**src/rtl/skeeball_score_bcd.sv**
```systemverilog
// rtl/skeeball_score_bcd.sv - skee-ball game controller with packed-BCD score and high score
// Score is kept in units of 10 points; hits add a BCD increment that saturates at all nines.
module skeeball_score_bcd #(
  parameter int DIGITS = 3,
  parameter int BALLS  = 9
) (
  input  logic                  clk,
  input  logic                  rst_n,
  input  logic                  start,
  input  logic                  hit_valid,
  input  logic [2:0]            hit_code,
  output logic [4*DIGITS-1:0]   score,
  output logic [4*DIGITS-1:0]   high_score,
  output logic [7:0]            balls_left,
  output logic                  playing,
  output logic                  game_over,
  output logic                  new_high
);

  typedef enum logic [1:0] {IDLE, PLAY, DONE} state_t;

  localparam logic [4*DIGITS-1:0] ALL_NINES = {DIGITS{4'h9}};

  state_t              state, state_nx;
  logic [4*DIGITS-1:0] score_nx, high_nx, inc_bcd, sum;
  logic [7:0]          balls_nx;
  logic                go_nx, nh_nx;
  logic                carry;
  logic [4:0]          dsum;

  // The 100-point hole is a carry into the tens digit; code 7 consumes a ball for nothing.
  always_comb begin
    inc_bcd = '0;
    case (hit_code)
      3'd6:    inc_bcd[7:4] = 4'd1;
      3'd7:    inc_bcd      = '0;
      default: inc_bcd[3:0] = {1'b0, hit_code};
    endcase
  end

  always_comb begin
    carry = 1'b0;
    dsum  = '0;
    sum   = '0;
    for (int d = 0; d < DIGITS; d++) begin
      dsum = {1'b0, score[4*d +: 4]} + {1'b0, inc_bcd[4*d +: 4]} + {4'b0, carry};
      if (dsum > 5'd9) begin
        dsum  = dsum - 5'd10;
        carry = 1'b1;
      end else begin
        carry = 1'b0;
      end
      sum[4*d +: 4] = dsum[3:0];
    end
    if (carry) sum = ALL_NINES;
  end

  always_comb begin
    state_nx = state;
    score_nx = score;
    high_nx  = high_score;
    balls_nx = balls_left;
    go_nx    = 1'b0;
    nh_nx    = 1'b0;
    case (state)
      IDLE, DONE: begin
        if (start) begin
          state_nx = PLAY;
          score_nx = '0;
          balls_nx = 8'(BALLS);
        end
      end
      PLAY: begin
        if (hit_valid) begin
          score_nx = sum;
          balls_nx = balls_left - 8'd1;
          if (balls_left == 8'd1) begin
            state_nx = DONE;
            go_nx    = 1'b1;
            // Valid packed BCD orders the same as its unsigned binary image.
            if (sum > high_score) begin
              high_nx = sum;
              nh_nx   = 1'b1;
            end
          end
        end
      end
      default: state_nx = IDLE;
    endcase
  end

  always_ff @(posedge clk or negedge rst_n) begin
    if (!rst_n) begin
      state      <= IDLE;
      score      <= '0;
      high_score <= '0;
      balls_left <= '0;
      game_over  <= 1'b0;
      new_high   <= 1'b0;
    end else begin
      state      <= state_nx;
      score      <= score_nx;
      high_score <= high_nx;
      balls_left <= balls_nx;
      game_over  <= go_nx;
      new_high   <= nh_nx;
    end
  end

  assign playing = (state == PLAY);

endmodule

```
**config.mk**
```make
export PLATFORM = sky130hd
export DESIGN_NAME = skeeball_score_bcd
export DESIGN_NICKNAME = d
export VERILOG_FILES = /design/src/rtl/skeeball_score_bcd.sv
export SDC_FILE = /design/constraint.sdc
export NUM_CORES = 1
export LEC_CHECK = 0
export ABC_AREA = 1
export CAP_MARGIN = 40
export CORE_MARGIN = 2
export CORE_UTILIZATION = 23
export CTS_CLUSTER_SIZE = 28
export DETAILED_ROUTE_END_ITERATION = 8
export PLACE_DENSITY = 0.49
export SLEW_MARGIN = 20
export SYNTH_ARGS = -nofsm -noshare
export SYNTH_HDL_FRONTEND = slang
export SYNTH_SLANG_ARGS = --single-unit
```
**constraint.sdc**
```tcl
create_clock -name clk -period 4.85 [get_ports clk]
set_input_delay 0.97 -clock clk [delete_from_list [all_inputs] [get_ports clk]]
set_output_delay 0.97 -clock clk [all_outputs]
set_load 0.02 [all_outputs]
```
==> summary by stage, run 1 <==
Outcome
The flow ran to the end, but the final reports show violations. The final reports fail on negative setup slack.

STA
The final worst-path cycle share is 116%. The post-route clock skew is 0.00589 ns. The final-report hold violation count is 0. The time the worst path needs with I/O delays and setup is 5.64 ns. The highest clock rate is 177 MHz. The max-slew headroom at the worst pin is 68.6%. The final-report max-slew violation count came to 0. At the pin with the least slew margin, the transition time is 0.472 ns. The setup slack after layout is -0.793 ns. Setup violations remaining at the end of the flow were counted as 13. Setup repair after global routing could not meet its margin everywhere.

Hold path
The worst hold path class is reg2reg.

Finish
The final non-filler cell area is 3740 um^2. The count of nets after finishing is 421. The number of fill cells in the layout is 1022. The number of antenna diodes in the final layout is 0. The layout overhead on the synthesized area is 62.2%. The post-route netlist has 34.7% of its cells at a drive strength greater than 1.

Routing
The top layer reached by signal wires is met4. The detailed router finished its first iteration with 78 violations. The total iterations of the first detailed-routing run is 7. After detailed routing, the wire length on met1 is 3390 um. The detailed route wirelength on metal2 is 2870 um. The remaining antenna violation count is 0. For this run, design rule violations remaining after detail routing come to 0. The routed length on met3 is 164 um. The via density per instance is 4.25. The overall via count from detail_route is 2217. The mean routed wirelength per cell is 12.5 um.

For this block, the routed nets add up to 6510 um of wire.

Yosys
The number of warning messages in the yosys log is 0. In this run, synthesis inferred 0 flip-flops with an integrated enable. In this run the mean area of a mapped cell was 8.00 um^2. In the synthesized netlist the async set-or-reset flop fraction comes to 100%.

The synthesized netlist cell count is 288. The synthesized netlist contains 35 unique library cells. When the netlist entered floorplanning its net count stood at 318.

The cell area after synthesis is 2300 um^2. The synthesized design contains 36 register bits. The prevailing post-synth register cell is sky130_fd_sc_hd__dfrtp_1.

By area the synthesized netlist is led by sky130_fd_sc_hd__dfrtp_1 (39%), sky130_fd_sc_hd__ha_1 (11%), sky130_fd_sc_hd__nand2_1 (11%). The register area share after synthesis is 39.1%. The biggest area contributor in the post-synthesis netlist is sky130_fd_sc_hd__dfrtp_1.

The synthesized design devotes to its leading area cell type 39.1% of total area.

Critical path
The master of the slowest instance on the critical path is sky130_fd_sc_hd__fa_2. In this design, the stage delay of the slowest critical-path cell is 0.40 ns. In this run the worst path has a maximum fanout of 6.

The worst reg-to-reg setup slack is -0.27 ns. The data arrival at the endpoint of the critical path is 5.82 ns. The most prevalent standard cell on the critical path is sky130_fd_sc_hd__inv_2. The worst path required time is 5.03 ns. The worst setup path is captured at a flop. STA classifies the critical path startpoint as a primary input. The critical path is of the in2reg type.

Floorplanning
The die is 104 um wide. The die area is 10800 um^2. The die height is 104 um. The initialized floorplan defines 36 standard-cell rows. The count of boundary I/O pins is 42. The initial core utilization is 23.7%.

The core area is 9730 um^2.

Power and ir drop
The internal power of the cells totals 1.56 mW. Of the total power, the share spent switching nets is 46.9%. In this run, the combinational gates consume 76.6% of the power. Sequential cells account for 16.6% of the total power. The cell area power density is 784 nW/um^2. For this design the static power due to leakage is 1.78 nW. In this run the power spent charging and discharging nets is 1.38 mW. Across the VDD grid, the largest voltage drop is 448 uV.

The part of the total power dissipated in the clock network is 6.8%.

Place
The placed instances occupy a cell area of 3340 um^2. The placed wire-length estimate is 4900 um. The quantity of I/O buffers inserted on ports is 41. The setup slack after placement is -1.55 ns. At the end of routability-driven placement, the weighted congestion stood at 0.824.

CTS
The buffer cell driving the clock tree root is sky130_fd_sc_hd__clkbuf_8. Buffers inserted during clock tree synthesis total 5. The number of H-tree levels is 2. The number of sinks handled by clock tree synthesis is 36.

The insertion delay of the later-clocked pin in the worst-skew pair is 0.29 ns. After clock tree synthesis, the clock-pin slew on the worst setup and hold paths is 0.07 ns. Hold repair after CTS inserted 0 buffers.

In this run the deepest clock path goes through 2 buffers. The clock tree from TritonCTS is built.

GRT
The all-layer global routing usage is 12.7%. The via count of the first global-routing pass is 2214. The first global-routing pass estimated 11100 um of wire. Entering global routing, the biggest net connects 20 pins. The overall overflow remaining after global route is 0. The initial antenna violation count is 0.

Job
The max-cap violation count is 0.
[stage by stage]
step	instances	hold slack [ns]	power (mW)	utilization [%]	TNS [ns]
final	522	0.511	2.93	38.4	-10.07
after global routing	522	0.531	3.19	38.4	-13.17
after CTS	512	0.513	2.76	36.5	-8.28
after detailed placement	497	0.494	2.35	34.3	-24.42
after global placement	496	0.491	2.34	34.0	-23.91
after floorplan	288	0.504	1.62	-	-10.17
[kinds of logic after synthesis]
kind of cell / after synthesis / synth area share, %
buf+inv: 54 / 9.34
fa+ha+maj: 23 / 13.1
flops: 36 / 39.1
simple gates: 130 / 27.3
compound gates: 41 / 9.66
xor+xnor: 4 / 1.52
[power by group through the flow]
stage / Sequential (mW) / Clock, mW / Combinational (mW)
detailed placement: 0.492 / 0 / 1.85
finish: 0.486 / 0.200 / 2.25
global route: 0.504 / 0.219 / 2.46
global placement: 0.490 / 0 / 1.85
floorplan: 0.582 / 0 / 1.04
CTS: 0.487 / 0.206 / 2.07
[cells in the mapped netlist, types with 2 or more instances]
master                     count
sky130_fd_sc_hd__nand2_2       5
sky130_fd_sc_hd__ha_1         21
sky130_fd_sc_hd__nor2_2        4
sky130_fd_sc_hd__nor2_1       13
sky130_fd_sc_hd__a21oi_1      14
sky130_fd_sc_hd__nand2_1      65
sky130_fd_sc_hd__inv_1        48
sky130_fd_sc_hd__o22ai_1       2
sky130_fd_sc_hd__dfrtp_1      36
sky130_fd_sc_hd__nand3_2       2
sky130_fd_sc_hd__nand4_2       2
sky130_fd_sc_hd__fa_1          2
sky130_fd_sc_hd__nand4_1       5
sky130_fd_sc_hd__xor2_1        2
sky130_fd_sc_hd__nand3_1      23
sky130_fd_sc_hd__xnor2_1       2
sky130_fd_sc_hd__nor3_1        3
sky130_fd_sc_hd__o21ai_1       2
sky130_fd_sc_hd__a22o_1        2
sky130_fd_sc_hd__clkinv_1      2
sky130_fd_sc_hd__nand2_4       2
sky130_fd_sc_hd__o21ai_0      18
[path summary, 6_finish.rpt]
| check | start | cells past startpoint | endpoint |
|---|---|---|---|
| worst max-delay path | hit_code[1] | 38 | high_score[4] |
| worst min-delay path | balls_left[4] | 1 | balls_left[4] |
| worst max register to register | score[0] | 36 | high_score[4] |
| worst min register to register | balls_left[4] | 1 | balls_left[4] |
| min in group asynchronous | rst_n | 1 | high_score[7] |
| max in group asynchronous | rst_n | 2 | score[5] |
[critical path, delay by kind of cell]
kind            cells  cell delay (ns)
fa+ha+maj           8             1.82
simple gates       15             1.36
compound gates      5             0.71
buf+inv             8             0.59
xor+xnor            2             0.35
[cells in the final DEF (no fill, tap or decap), types with 5 or more instances in the layout]
cell,netlist,final
sky130_fd_sc_hd__nand2_1,65,61
sky130_fd_sc_hd__buf_4,1,51
sky130_fd_sc_hd__inv_1,48,41
sky130_fd_sc_hd__clkdlybuf4s50_1,0,37
sky130_fd_sc_hd__dfrtp_1,36,36
sky130_fd_sc_hd__nand3_2,2,16
sky130_fd_sc_hd__o21ai_0,18,15
sky130_fd_sc_hd__ha_1,21,15
sky130_fd_sc_hd__nor2_1,13,10
sky130_fd_sc_hd__a21oi_1,14,9
sky130_fd_sc_hd__nand2_2,5,8
sky130_fd_sc_hd__inv_2,1,7
sky130_fd_sc_hd__nand3_1,23,7
sky130_fd_sc_hd__nand4_1,5,5
sky130_fd_sc_hd__ha_4,0,5
sky130_fd_sc_hd__clkbuf_8,0,5
[cell type report]
class | count | area (um^2) | area share [%]
Clock buffer | 5 | 68.8 | 1.84
Inverter | 51 | 199 | 5.32
Multi-Input combinational cell | 199 | 1490 | 39.9
Sequential cell | 36 | 901 | 24.1
Tap cell | 133 | 166 | 4.45
Timing Repair Buffer | 98 | 911 | 24.4
[layer usage]
layer | vias to the layer above | global-route usage (%)
li1 | 1131 | -
met3 | 7 | 2.44
met2 | 24 | 19.6
met1 | 1055 | 18.0
met4 | 0 | 3.47
met5 | - | 0
[flip-flops by register name, indices dropped and copies added, names as in the netlist]
signal      cells
score          12
balls_left      8
new_high        1
state           2
game_over       1
high_score     12
[what timing repair did]
item,in CTS,in global routing
setup buffers,9,11
endpoints found under the setup margin,23,18
pin swaps,29,26
gates cloned,1,0
gates resized for setup,28,18
(Power assumes the default switching activity.)
==> run 2, diff against run 1 <==
--- a/config.mk
+++ b/config.mk
@@ -9,7 +9,7 @@
 export CAP_MARGIN = 40
 export CORE_MARGIN = 2
 export CORE_UTILIZATION = 23
-export CTS_CLUSTER_SIZE = 28
+export CTS_CLUSTER_SIZE = 16
 export DETAILED_ROUTE_END_ITERATION = 8
 export PLACE_DENSITY = 0.49
 export SLEW_MARGIN = 20
==> results of run 2 <==
No change in the layout: final DEF, timing and power equal those of run 1.
==> run 3, diff against run 2 <==
--- a/config.mk
+++ b/config.mk
@@ -7,7 +7,7 @@
 export LEC_CHECK = 0
 export ABC_AREA = 1
 export CAP_MARGIN = 40
-export CORE_MARGIN = 2
+export CORE_MARGIN = 5
 export CORE_UTILIZATION = 23
 export CTS_CLUSTER_SIZE = 16
 export DETAILED_ROUTE_END_ITERATION = 8
==> run 3 against run 2 <==
- the run still ends with negative setup slack left
- largest power group unchanged
- combinational power fell by 5%
- sequential power fell by 0.8%
- largest cell class unchanged
- worst hold slack got worse by 0.013 ns
- critical endpoint is now high_score[9]
- routed wire length rose by 3.0%
- first-iteration DRC count fell by 47%
- critical path depth fell by 1
- power fell by 3.2%
- die area rose by 12%
- register-to-register slack improved by 0.18 ns
- highest routed layer unchanged
- final cell count rose by 0.96%
==> summary by stage, run 3 (same netlist as run 1, synthesis figures left out) <==
CTS
The number of sinks handled by clock tree synthesis is 36. Clock-pin slew was measured on the worst setup and hold paths at 0.07 ns. The buffer cell driving the clock tree root is sky130_fd_sc_hd__clkbuf_8. The H-tree was split into 2 levels. The clock tree from TritonCTS is built.

The number of buffers added by the clock tree synthesis step is 5. Counting along the longest clock path gives a buffer depth of 2. The later pin in the worst-skew pair is clocked with a latency of 0.29 ns. The hold buffer count at CTS is 0.

Critical path
The type of the setup path with the least slack is in2reg. The maximum fanout along the worst path is 6. The worst stage delay on the critical path is 0.37 ns.

The master of the slowest instance on the critical path is sky130_fd_sc_hd__fa_2. At the worst endpoint, the required time is 5.04 ns. The worst setup path is captured at a flop.

The worst reg-to-reg setup slack is -0.09 ns. The critical path startpoint category is a primary input. For the worst setup path, the data arrival time is 5.66 ns.

Place
The congestion estimate from routability-driven global placement came to 0.803. The number of cells in the design after placement is 501. The setup slack after placement is -1.50 ns.

Input and output buffers added on the ports amount to 41. The placed instances occupy a cell area of 3340 um^2. The placed wire-length estimate is 5200 um.

Finish
The proportion of layout cells with a drive suffix above 1 is 35.3%. 0 antenna diodes ended up in the layout. The final layout contains 423 nets. The sequential cell area is 901 um^2.

Summing all multi-input logic gate instances after layout gives 1450 um^2. The final cell count without fillers is 527. The most frequent standard cell in the layout excluding fill and tap cells is sky130_fd_sc_hd__nand2_1. Counting the fill cells in the layout gives 997.

The final non-filler cell area is 3710 um^2. In the layout the commonest cells are sky130_fd_sc_hd__nand2_1 (62), sky130_fd_sc_hd__buf_4 (52), sky130_fd_sc_hd__inv_1 (40). The layout overhead on the synthesized area is 61.2%.

In the final layout, the registers with the most flip-flops are high_score (12), score (12), balls_left (8).

STA
The post-route clock skew is 0.00235 ns. The highest clock rate is 183 MHz. The setup slack after layout is -0.621 ns. The slew of the pin with the lowest slew margin is 0.469 ns. In the finished design, the share of the clock period the worst path needs comes to 113%. Setup repair after global routing could not meet its margin everywhere. The smallest clock period supported by the final layout is computed as 5.47 ns. The final count of negative-setup-slack endpoints is 14. The final-report hold violation count is 0. Measured against its own limit, the worst slew margin works out to 68.7%. The final-report max-slew violation count is 0.

After routing, the total negative slack on setup checks comes to -7.99 ns.

Power and ir drop
For this design the static power due to leakage is 1.79 nW. The register share of total power is 17.0%. The share of power burned in combinational logic is 75.1%. The cell-internal power is 1.52 mW. The part of the total power dissipated in the clock network is 7.9%. The cell area power density is 763 nW/um^2.

Summed over all nets, the switching power comes to 1.32 mW. The proportion of total power due to net switching is 46.6%. Across the VDD grid, the largest voltage drop is 429 uV.

Routing
The first detailed-routing pass took 4 iterations. The overall via count from detail_route is 2220. For this run, design rule violations remaining after detail routing come to 0.

The via density per instance is 4.21. After detailed routing, the average wire length per cell comes to 12.7 um. The remaining antenna violation count is 0. The number of DRC markers in iteration 0 is 41. The routed design has 6710 um of wire.

GRT
The via count of the first global-routing pass came to 2315. Entering global routing, the biggest net connects 21 pins. The initial antenna violation count came to 0. Global routing used 11.8% of the available tracks across all layers.

The total overflow left after global routing is 0. The wire length of the first global-routing pass is 11200 um.

Outcome
The run finished, with violations left. The final reports fail on negative setup slack.

Floorplanning
The initial utilization of the core area, before any placement, comes to 23.6%. In this run the standard cell core region covers 9770 um^2. The row count is 36.

The floorplan step set the die height to 110 um. The count of boundary I/O pins is 42. Measured along the x axis, the die boundary spans 110 um. The die area is 12100 um^2.

Hold path
The worst hold path class is reg2reg.

Job
The tool flagged a number of max-cap violations equal to 0.
## run 3: changes by cell type in the layout (fill, tap and decap cells not counted), sizes merged
cell,delta
buf,+2
clkbuf,+3
## run 3: through the flow
step                hold WS (ns)  util (%)  total power, mW
floorplan                  0.504         -             1.62
global placement           0.489      33.9             2.25
detailed placement         0.492      34.2             2.27
CTS                        0.502      36.8             2.76
global route               0.546      38.0             3.07
finish                     0.498      38.0             2.84
## run 3: what timing repair did
| action | in CTS | in global routing |
|---|---|---|
| gates resized for setup | 31 | 13 |
| setup buffers | 12 | 6 |
| pin swaps | 29 | 8 |
| endpoints found under the setup margin | 23 | 17 |
| cloned | 0 | 1 |
## run 3: worst paths after layout
kind / start / endpoint / cells past startpoint
max: hit_code[2] / high_score[9] / 37
min reg2reg: balls_left[4] / balls_left[4] / 1
max reg2reg: score[0] / high_score[9] / 35
min: balls_left[4] / balls_left[4] / 1
max in group asynchronous: rst_n / score[10] / 2
min in group asynchronous: rst_n / state[0] / 1
## run 3: area by class of cell
cell class | count | area share [%]
timing repair buffer | 100 | 24.6
clock buffer | 8 | 2.43
tap | 133 | 4.48
multi-input combinational | 199 | 38.9
inverter | 51 | 5.36
sequential | 36 | 24.3
## run 3: power groups by stage
stage          clock [mW]  sequential (mW)  combinational, mW
2_1_floorplan           0            0.582               1.04
3_3_place_gp            0            0.488               1.77
3_5_place_dp            0            0.488               1.78
4_1_cts             0.235            0.484               2.04
5_1_grt             0.247            0.499               2.33
6_report            0.225            0.482               2.13
## run 3: critical path: cells and delay by family
| kind | cells | cell delay, ns |
|---|---|---|
| AOI/OAI and AO/OA | 5 | 0.66 |
| xor gates and xnor gates | 2 | 0.29 |
| and+or+nand+nor | 14 | 1.23 |
| buffers and inverters | 8 | 0.59 |
| adders and majority gates | 8 | 1.90 |
## run 3: routing by layer
| metal | global-route usage, % | part of all wire, % |
|---|---|---|
| met4 | 4.22 | 1.6 |
| met1 | 16.2 | 49 |
| met2 | 19.0 | 47 |
| met3 | 1.69 | 2.8 |
| met5 | 0 | 0 |
